===== src/rtl/apb_rr_master_arbiter.sv =====
// Round-robin arbiter sharing one APB master port between NUM_REQ valid/ready requesters.
// Sequences SETUP/ACCESS, honours wait states and aborts transfers that exceed TIMEOUT wait cycles.
module apb_rr_master_arbiter #(
   parameter int NUM_REQ    = 2,
   parameter int ADDR_WIDTH = 32,
   parameter int DATA_WIDTH = 32,
   parameter int STRB_WIDTH = (DATA_WIDTH - 1) / 8 + 1,
   parameter int TIMEOUT    = 16
) (
   input  logic                           clk,
   input  logic                           rstn,
   input  logic [NUM_REQ-1:0]             req_valid,
   output logic [NUM_REQ-1:0]             req_ready,
   input  logic [NUM_REQ-1:0]             req_write,
   input  logic [NUM_REQ*ADDR_WIDTH-1:0]  req_addr,
   input  logic [NUM_REQ*DATA_WIDTH-1:0]  req_wdata,
   input  logic [NUM_REQ*STRB_WIDTH-1:0]  req_strb,
   output logic [NUM_REQ-1:0]             rsp_valid,
   output logic [DATA_WIDTH-1:0]          rsp_rdata,
   output logic                           rsp_err,
   output logic                           rsp_timeout,
   output logic                           m_psel,
   output logic                           m_penable,
   output logic                           m_pwrite,
   output logic [ADDR_WIDTH-1:0]          m_paddr,
   output logic [DATA_WIDTH-1:0]          m_pwdata,
   output logic [STRB_WIDTH-1:0]          m_pstrb,
   input  logic [DATA_WIDTH-1:0]          m_prdata,
   input  logic                           m_pready,
   input  logic                           m_pslverr
);

   localparam int IDX_W = (NUM_REQ > 1) ? $clog2(NUM_REQ) : 1;
   localparam int CNT_W = (TIMEOUT > 1) ? $clog2(TIMEOUT + 1) : 1;

   typedef enum logic [1:0] {
      IDLE,
      SETUP,
      ACCESS
   } state_t;

   state_t            state;
   state_t            state_nxt;
   logic [IDX_W-1:0]  last_grant;
   logic [IDX_W-1:0]  owner;
   logic [IDX_W-1:0]  winner;
   logic              any_valid;
   logic              accept;
   logic              timeout_hit;
   logic [CNT_W-1:0]  wait_cnt;
   int unsigned       scan_idx;

   // Scan downward so the smallest offset from last_grant is the last to assign, i.e. wins.
   always_comb begin
      winner    = last_grant;
      any_valid = 1'b0;
      scan_idx  = 0;
      for (int unsigned i = NUM_REQ; i >= 1; i--) begin
         scan_idx = (32'(last_grant) + i) % NUM_REQ;
         if (req_valid[scan_idx]) begin
            winner    = IDX_W'(scan_idx);
            any_valid = 1'b1;
         end
      end
   end

   assign accept      = (state == IDLE) && any_valid;
   assign timeout_hit = (TIMEOUT > 0) && !m_pready && (wait_cnt == CNT_W'(TIMEOUT - 1));

   always_ff @(posedge clk or negedge rstn) begin
      if (!rstn) state <= IDLE;
      else       state <= state_nxt;
   end

   always_comb begin
      state_nxt = state;
      unique case (state)
         IDLE:    if (any_valid) state_nxt = SETUP;
         SETUP:   state_nxt = ACCESS;
         ACCESS:  if (m_pready || timeout_hit) state_nxt = IDLE;
         default: state_nxt = IDLE;
      endcase
   end

   always_comb begin
      req_ready = '0;
      if (accept) req_ready[winner] = 1'b1;
      m_psel    = (state != IDLE);
      m_penable = (state == ACCESS);
   end

   always_ff @(posedge clk or negedge rstn) begin
      if (!rstn) begin
         last_grant  <= IDX_W'(NUM_REQ - 1);
         owner       <= '0;
         m_pwrite    <= 1'b0;
         m_paddr     <= '0;
         m_pwdata    <= '0;
         m_pstrb     <= '0;
         wait_cnt    <= '0;
         rsp_valid   <= '0;
         rsp_rdata   <= '0;
         rsp_err     <= 1'b0;
         rsp_timeout <= 1'b0;
      end else begin
         rsp_valid <= '0;
         if (accept) begin
            owner      <= winner;
            last_grant <= winner;
            m_pwrite   <= req_write[winner];
            m_paddr    <= req_addr[winner*ADDR_WIDTH +: ADDR_WIDTH];
            m_pwdata   <= req_wdata[winner*DATA_WIDTH +: DATA_WIDTH];
            m_pstrb    <= req_write[winner] ? req_strb[winner*STRB_WIDTH +: STRB_WIDTH] : '0;
         end
         if (state == SETUP) wait_cnt <= '0;
         if (state == ACCESS) begin
            if (m_pready) begin
               rsp_valid[owner] <= 1'b1;
               rsp_rdata        <= m_pwrite ? '0 : m_prdata;
               rsp_err          <= m_pslverr;
               rsp_timeout      <= 1'b0;
            end else if (timeout_hit) begin
               rsp_valid[owner] <= 1'b1;
               rsp_rdata        <= '0;
               rsp_err          <= 1'b1;
               rsp_timeout      <= 1'b1;
            end else begin
               wait_cnt <= wait_cnt + 1'b1;
            end
         end
      end
   end

endmodule


===== config.mk =====
export PLATFORM = sky130hd
export DESIGN_NAME = apb_rr_master_arbiter
export DESIGN_NICKNAME = d
export VERILOG_FILES = /design/src/rtl/apb_rr_master_arbiter.sv
export SDC_FILE = /design/constraint.sdc
export NUM_CORES = 1
export LEC_CHECK = 0
export CORE_UTILIZATION = 43
export CTS_BUF_LIST = sky130_fd_sc_hd__clkbuf_8
export CTS_CLUSTER_SIZE = 10
export DETAILED_ROUTE_END_ITERATION = 8
export GPL_ROUTABILITY_DRIVEN = 0
export PLACE_DENSITY = 0.88
export REMOVE_ABC_BUFFERS = 1
export SLEW_MARGIN = 25
export SYNTH_ARGS = -nofsm -noshare
export SYNTH_HDL_FRONTEND = slang
export SYNTH_SLANG_ARGS = --single-unit

===== constraint.sdc =====
create_clock -name clk -period 3.1 [get_ports clk]
set_input_delay 0.465 -clock clk [delete_from_list [all_inputs] [get_ports clk]]
set_output_delay 0.465 -clock clk [all_outputs]
set_load 0.05 [all_outputs]

Word level (Yosys, flattened, before mapping)
Index checks and enable logic that the tools add are counted.
- register bits: 114
- input bits: 176
- output and inout bits: 109
- $add $sub $neg: 3
- $lt $le $gt $ge: 6
- eq/ne operators: 5
- shift operators: 3
- mux-type cells: 32
- reduce and logical (&&, ||, !) cells: 11
- operators with widths (operator ; number):
    64-bit by 7-bit indexed part select with 32-bit output ; 2
    32-bit two-way mux ; 3
    5-bit two-way mux ; 4
    1-bit two-way mux ; 15
    2-bit two-way mux ; 6
    1-bit by 2-bit less-than comparator with 1-bit output (second input constant) ; 4
    8-bit by 4-bit indexed part select with 4-bit output ; 1
    2-bit one-hot mux with 3 select lines ; 1
    5-bit by 1-bit adder with 5-bit output (second input constant) ; 1
    5-bit by 4-bit equality test with 1-bit output (second input constant) ; 1
    1-bit logical AND ; 4
    4-bit two-way mux ; 1
    2-bit AND reduction ; 2
    2-bit nonzero test ; 2
    1-bit adder (second input constant) ; 2
    1-bit demux with 1-bit select ; 2
    2-bit by 1-bit equality test with 1-bit output (second input constant) ; 1
    2-bit equality test (second input constant) ; 1
    1-bit >= comparator (second input constant) ; 2
    2-bit zero test ; 1
    2-bit by 1-bit inequality test with 1-bit output (second input constant) ; 1
    2-bit inequality test (second input constant) ; 1
    1-bit zero test ; 1
    1-bit logical OR ; 1

Longest topological paths before layout
- word-level depth: 10
- mapped depth: 8

Worst setup path before layout
Ideal clock, no wire load.
- kind: reg-to-output
- start: register last_grant
- end: output req_ready[0]
- arrival: 1.726 ns
- required time: 2.635 ns
- setup slack: 0.909 ns
- cell stages (with the launch flop): 6
- buffers on the path: 2
- cell sequence: dfstp_2 > nand2_1 > o21ai_1 > buf_6 > buf_8 > nor2b_1
- word-level cells in the longest chain between the ends: 10
- elaborated cells between the ends (all ways): 17
- ends and longest elaborated chain (element ; RTL line ; RTL):
    from (decl) ; 44 ; logic [IDX_W-1:0] last_grant;
    from (signal assigned) ; 94 ; last_grant <= IDX_W'(NUM_REQ - 1);
    from (signal assigned) ; 109 ; last_grant <= winner;
    1-bit adder ; 59 ; scan_idx = (32'(last_grant) + i) % NUM_REQ;
    1-bit two-way mux (not written as such) (2 in series) ; 60 ; if (req_valid[scan_idx]) begin
    1-bit two-way mux (2 in series) ; 60 ;
    1-bit by 2-bit less-than comparator with 1-bit output (not written as such) / 1-bit >= comparator (equally long branches) ; 87 ; if (accept) req_ready[winner] = 1'b1;
    1-bit logical AND (not written as such) ; 87 ;
    1-bit two-way mux (not written as such) ; 87 ;
    1-bit demux with 1-bit select ; 87 ;
    2-bit two-way mux (*) ; 87 ;
    to (decl) ; 13 ; output logic [NUM_REQ-1:0] req_ready,
Every way passes the cells marked *; elsewhere a longest branch is shown, timed or not. The select of a mux whose other input is x is not followed.

Final worst setup path
- start: register state[1]
- end: output m_penable
- word-level cells in the longest chain between the ends: 1
- ends and longest elaborated chain (element ; RTL line ; RTL):
    from (decl) ; 42 ; state_t state;
    from (signal assigned) ; 72 ; else state <= state_nxt;
    2-bit equality test ; 89 ; m_penable = (state == ACCESS);
    to (decl) ; 23 ; output logic m_penable,
No other way between the ends.

==> results.json <==
{
  "worstSkewPairLatency_ns": 0.41,
  "clockRootBuffer": "clkbuf_8",
  "cellPowerDensity_mw_per_mm2": 1170,
  "ys_ff_latch": 114,
  "row_count": 39,
  "r2r-start": "wait_cnt[0]",
  "syn-cell-area_mm2": 0.00521,
  "p_seq_share_pct": 26.8,
  "status": "finished, violations left",
  "power_switching_share_pct": 49.8,
  "fin_crit_sh_pct": 84.1,
  "fillers": 860,
  "cts-htree-levels": 4,
  "finClkSkew_ns": 0.0103,
  "antenna_cells": 0,
  "area_growth_syn_to_layout_pct": 61.2,
  "antenna_found_initial": 0,
  "start_util_pct": 44.8,
  "synth_warnings": 0,
  "async_flop_share_pct": 100,
  "post_cts_buffers": 0,
  "grt_max_degree": 128,
  "num_vias": 4645,
  "ctsHoldBuffers": 0,
  "avgRoutedWirePerCell_um": 16.0,
  "dr.pass1.iters": 6,
  "worstSetupPathType": "reg2out",
  "cap_violations": 0,
  "die_area_mm2": 0.0126,
  "design_area_mm2": 0.00839,
  "p_total_uw": 9800,
  "r2r_setup_slack_ns": 0.94,
  "yosys-top-cells-count": "nand2_1, dfrtp_1, o21ai_1",
  "synth.most_common_cell": "nand2_1",
  "cp-end-kind": "primary output",
  "cts_tree": "built",
  "nets": 961,
  "worst_pin_slew_ns": 0.657,
  "p_leak_uw": 0.00370,
  "reg2reg_depth": 6,
  "switchingPower_uw": 4880,
  "cp-endpoint": "m_penable",
  "finalCriticalPeriod_ns": 2.61,
  "cts.sinks": 114,
  "synth_top_area_share_pct": 54.3,
  "drtIter0Drc": 253,
  "grt_pass1_vias": 4792,
  "max_freq_mhz": 384,
  "dpl.hpwl_um": 11400,
  "synth_area_leaders": "dfrtp_1, mux2i_1, nand2_1",
  "drive_above_1_share_pct": 5.67,
  "hold_violations": 0,
  "slew_violations": 0,
  "final.setup.tns_ns": 0,
  "io_pins": 285,
  "r2r_end": "rsp_rdata[1]",
  "arrival_ns": 2.14,
  "grt_pass1_wl_um": 23900,
  "die_y_um": 112,
  "postCtsResizedCells": 0,
  "path_clk_slew_ns": 0.06,
  "clock_power_share_pct": 12.9,
  "fp.dieW_um": 112,
  "hp-class": "in2async",
  "cp-start-kind": "flip-flop",
  "intPower_uw": 4920,
  "combPwrFrac_pct": 60.2,
  "startpoint": "state[1]",
  "rsz0062_at_grt": "false",
  "synthFlopType": "dfrtp_1",
  "synthCells": 511,
  "timing.slew.headroom_pct": 56.2,
  "wl_um": 15000,
  "placed_area_mm2": 0.00803,
  "synth_cell_types": 27,
  "cts_buffers": 17,
  "clk_path_buf_depth": 2,
  "syn_area_per_cell_um2": 10.2,
  "core_mm2": 0.0116,
  "numPortBuffers": 284,
  "setup_viol": 0,
  "crit_fanout": 11,
  "drc_errors": 17,
  "drtAntennaViolNets": 0,
  "final_util_pct": 72.3,
  "grt-ovfl-total": 0,
  "synth_edf_count": 0,
  "vias_per_cell": 4.96,
  "yosysSeqAreaShare_pct": 54.8,
  "track_usage_pct": 24.7,
  "violations": "DRC",
  "synth_area_leader_cell": "dfrtp_1",
  "peakVddDrop_mv": 0.804,
  "required_ns": 2.63
}
==> area by class of cell <==
class,instances,area [um2],share of cell area (%)
tap,143,179,2.13
clock inverter,7,60.1,0.715
clock buffer,22,303,3.61
sequential,114,2850,34.0
timing repair buffer,290,2940,35.1
multi-input combinational,352,2030,24.1
inverter,8,30.0,0.358
==> worst min path at each step <==
stage,from,to,slack [ns]
floorplan,rstn,m_paddr[0],0.17
global placement,owner,rsp_valid[0],0.45
detailed placement,owner,rsp_valid[0],0.47
CTS,rstn,m_paddr[17],0.07
global route,rstn,m_paddr[17],0.11
finish,rstn,m_paddr[17],0.08
==> layer usage <==
layer	track usage, %	vias to the layer above	wire length [um]
met1	26.0	2158	5400
met5	0	-	0
met3	8.26	30	1270
met4	11.6	0	432
met2	44.4	199	7920
li1	-	2258	-
==> flip-flops by register name (all words and copies together) (netlist names), 2 cells and up <==
register,cells
m_pstrb,4
rsp_valid,2
wait_cnt,5
m_paddr,32
state,2
rsp_rdata,32
m_pwdata,32
==> layout by cell type (no fill, tap or decap), types with 4 or more instances in the layout <==
cell and n:
dfrtp_1 113, nand3_1 6, nand2_1 143, buf_4 4
o21ai_1 88, mux2i_1 68, nor2_1 5, a21oi_1 4
clkbuf_8 22, inv_1 10, o21ai_0 16, clkdlybuf4s50_1 281
buf_12 5
==> metrics by stage <==
stage | setup slack, ns | std cells | hold WS, ns
2_1_floorplan | -3.20 | 474 | 0.169
3_3_place_gp | 0.621 | 907 | 0.449
3_5_place_dp | 0.584 | 907 | 0.469
4_1_cts | 0.469 | 936 | 0.0720
5_1_grt | 0.417 | 936 | 0.105
6_report | 0.494 | 936 | 0.0764
==> critical path, cell delays in order (launching register included) <==
cell	delay, ns
dfrtp_1	0.57
nor2b_4	0.32
clkdlybuf4s50_1	0.84
==> logic make-up after synthesis <==
family	count (synthesis)	share of synthesized area (%)
simple gates	163	12.7
flops	114	54.8
mux	68	13.1
buf+inv	45	6.83
fa+ha+maj	2	0.481
compound gates	119	12.1
==> power groups by stage <==
stage	sequential (uW)	clock, uW	combinational (uW)
after floorplan	4900	0	1650
after global placement	2600	0	5790
after detailed placement	2650	0	5930
after CTS	2630	1300	5940
after global routing	2720	1370	6200
final	2630	1270	5900
Power figures use the tool's default switching activity.
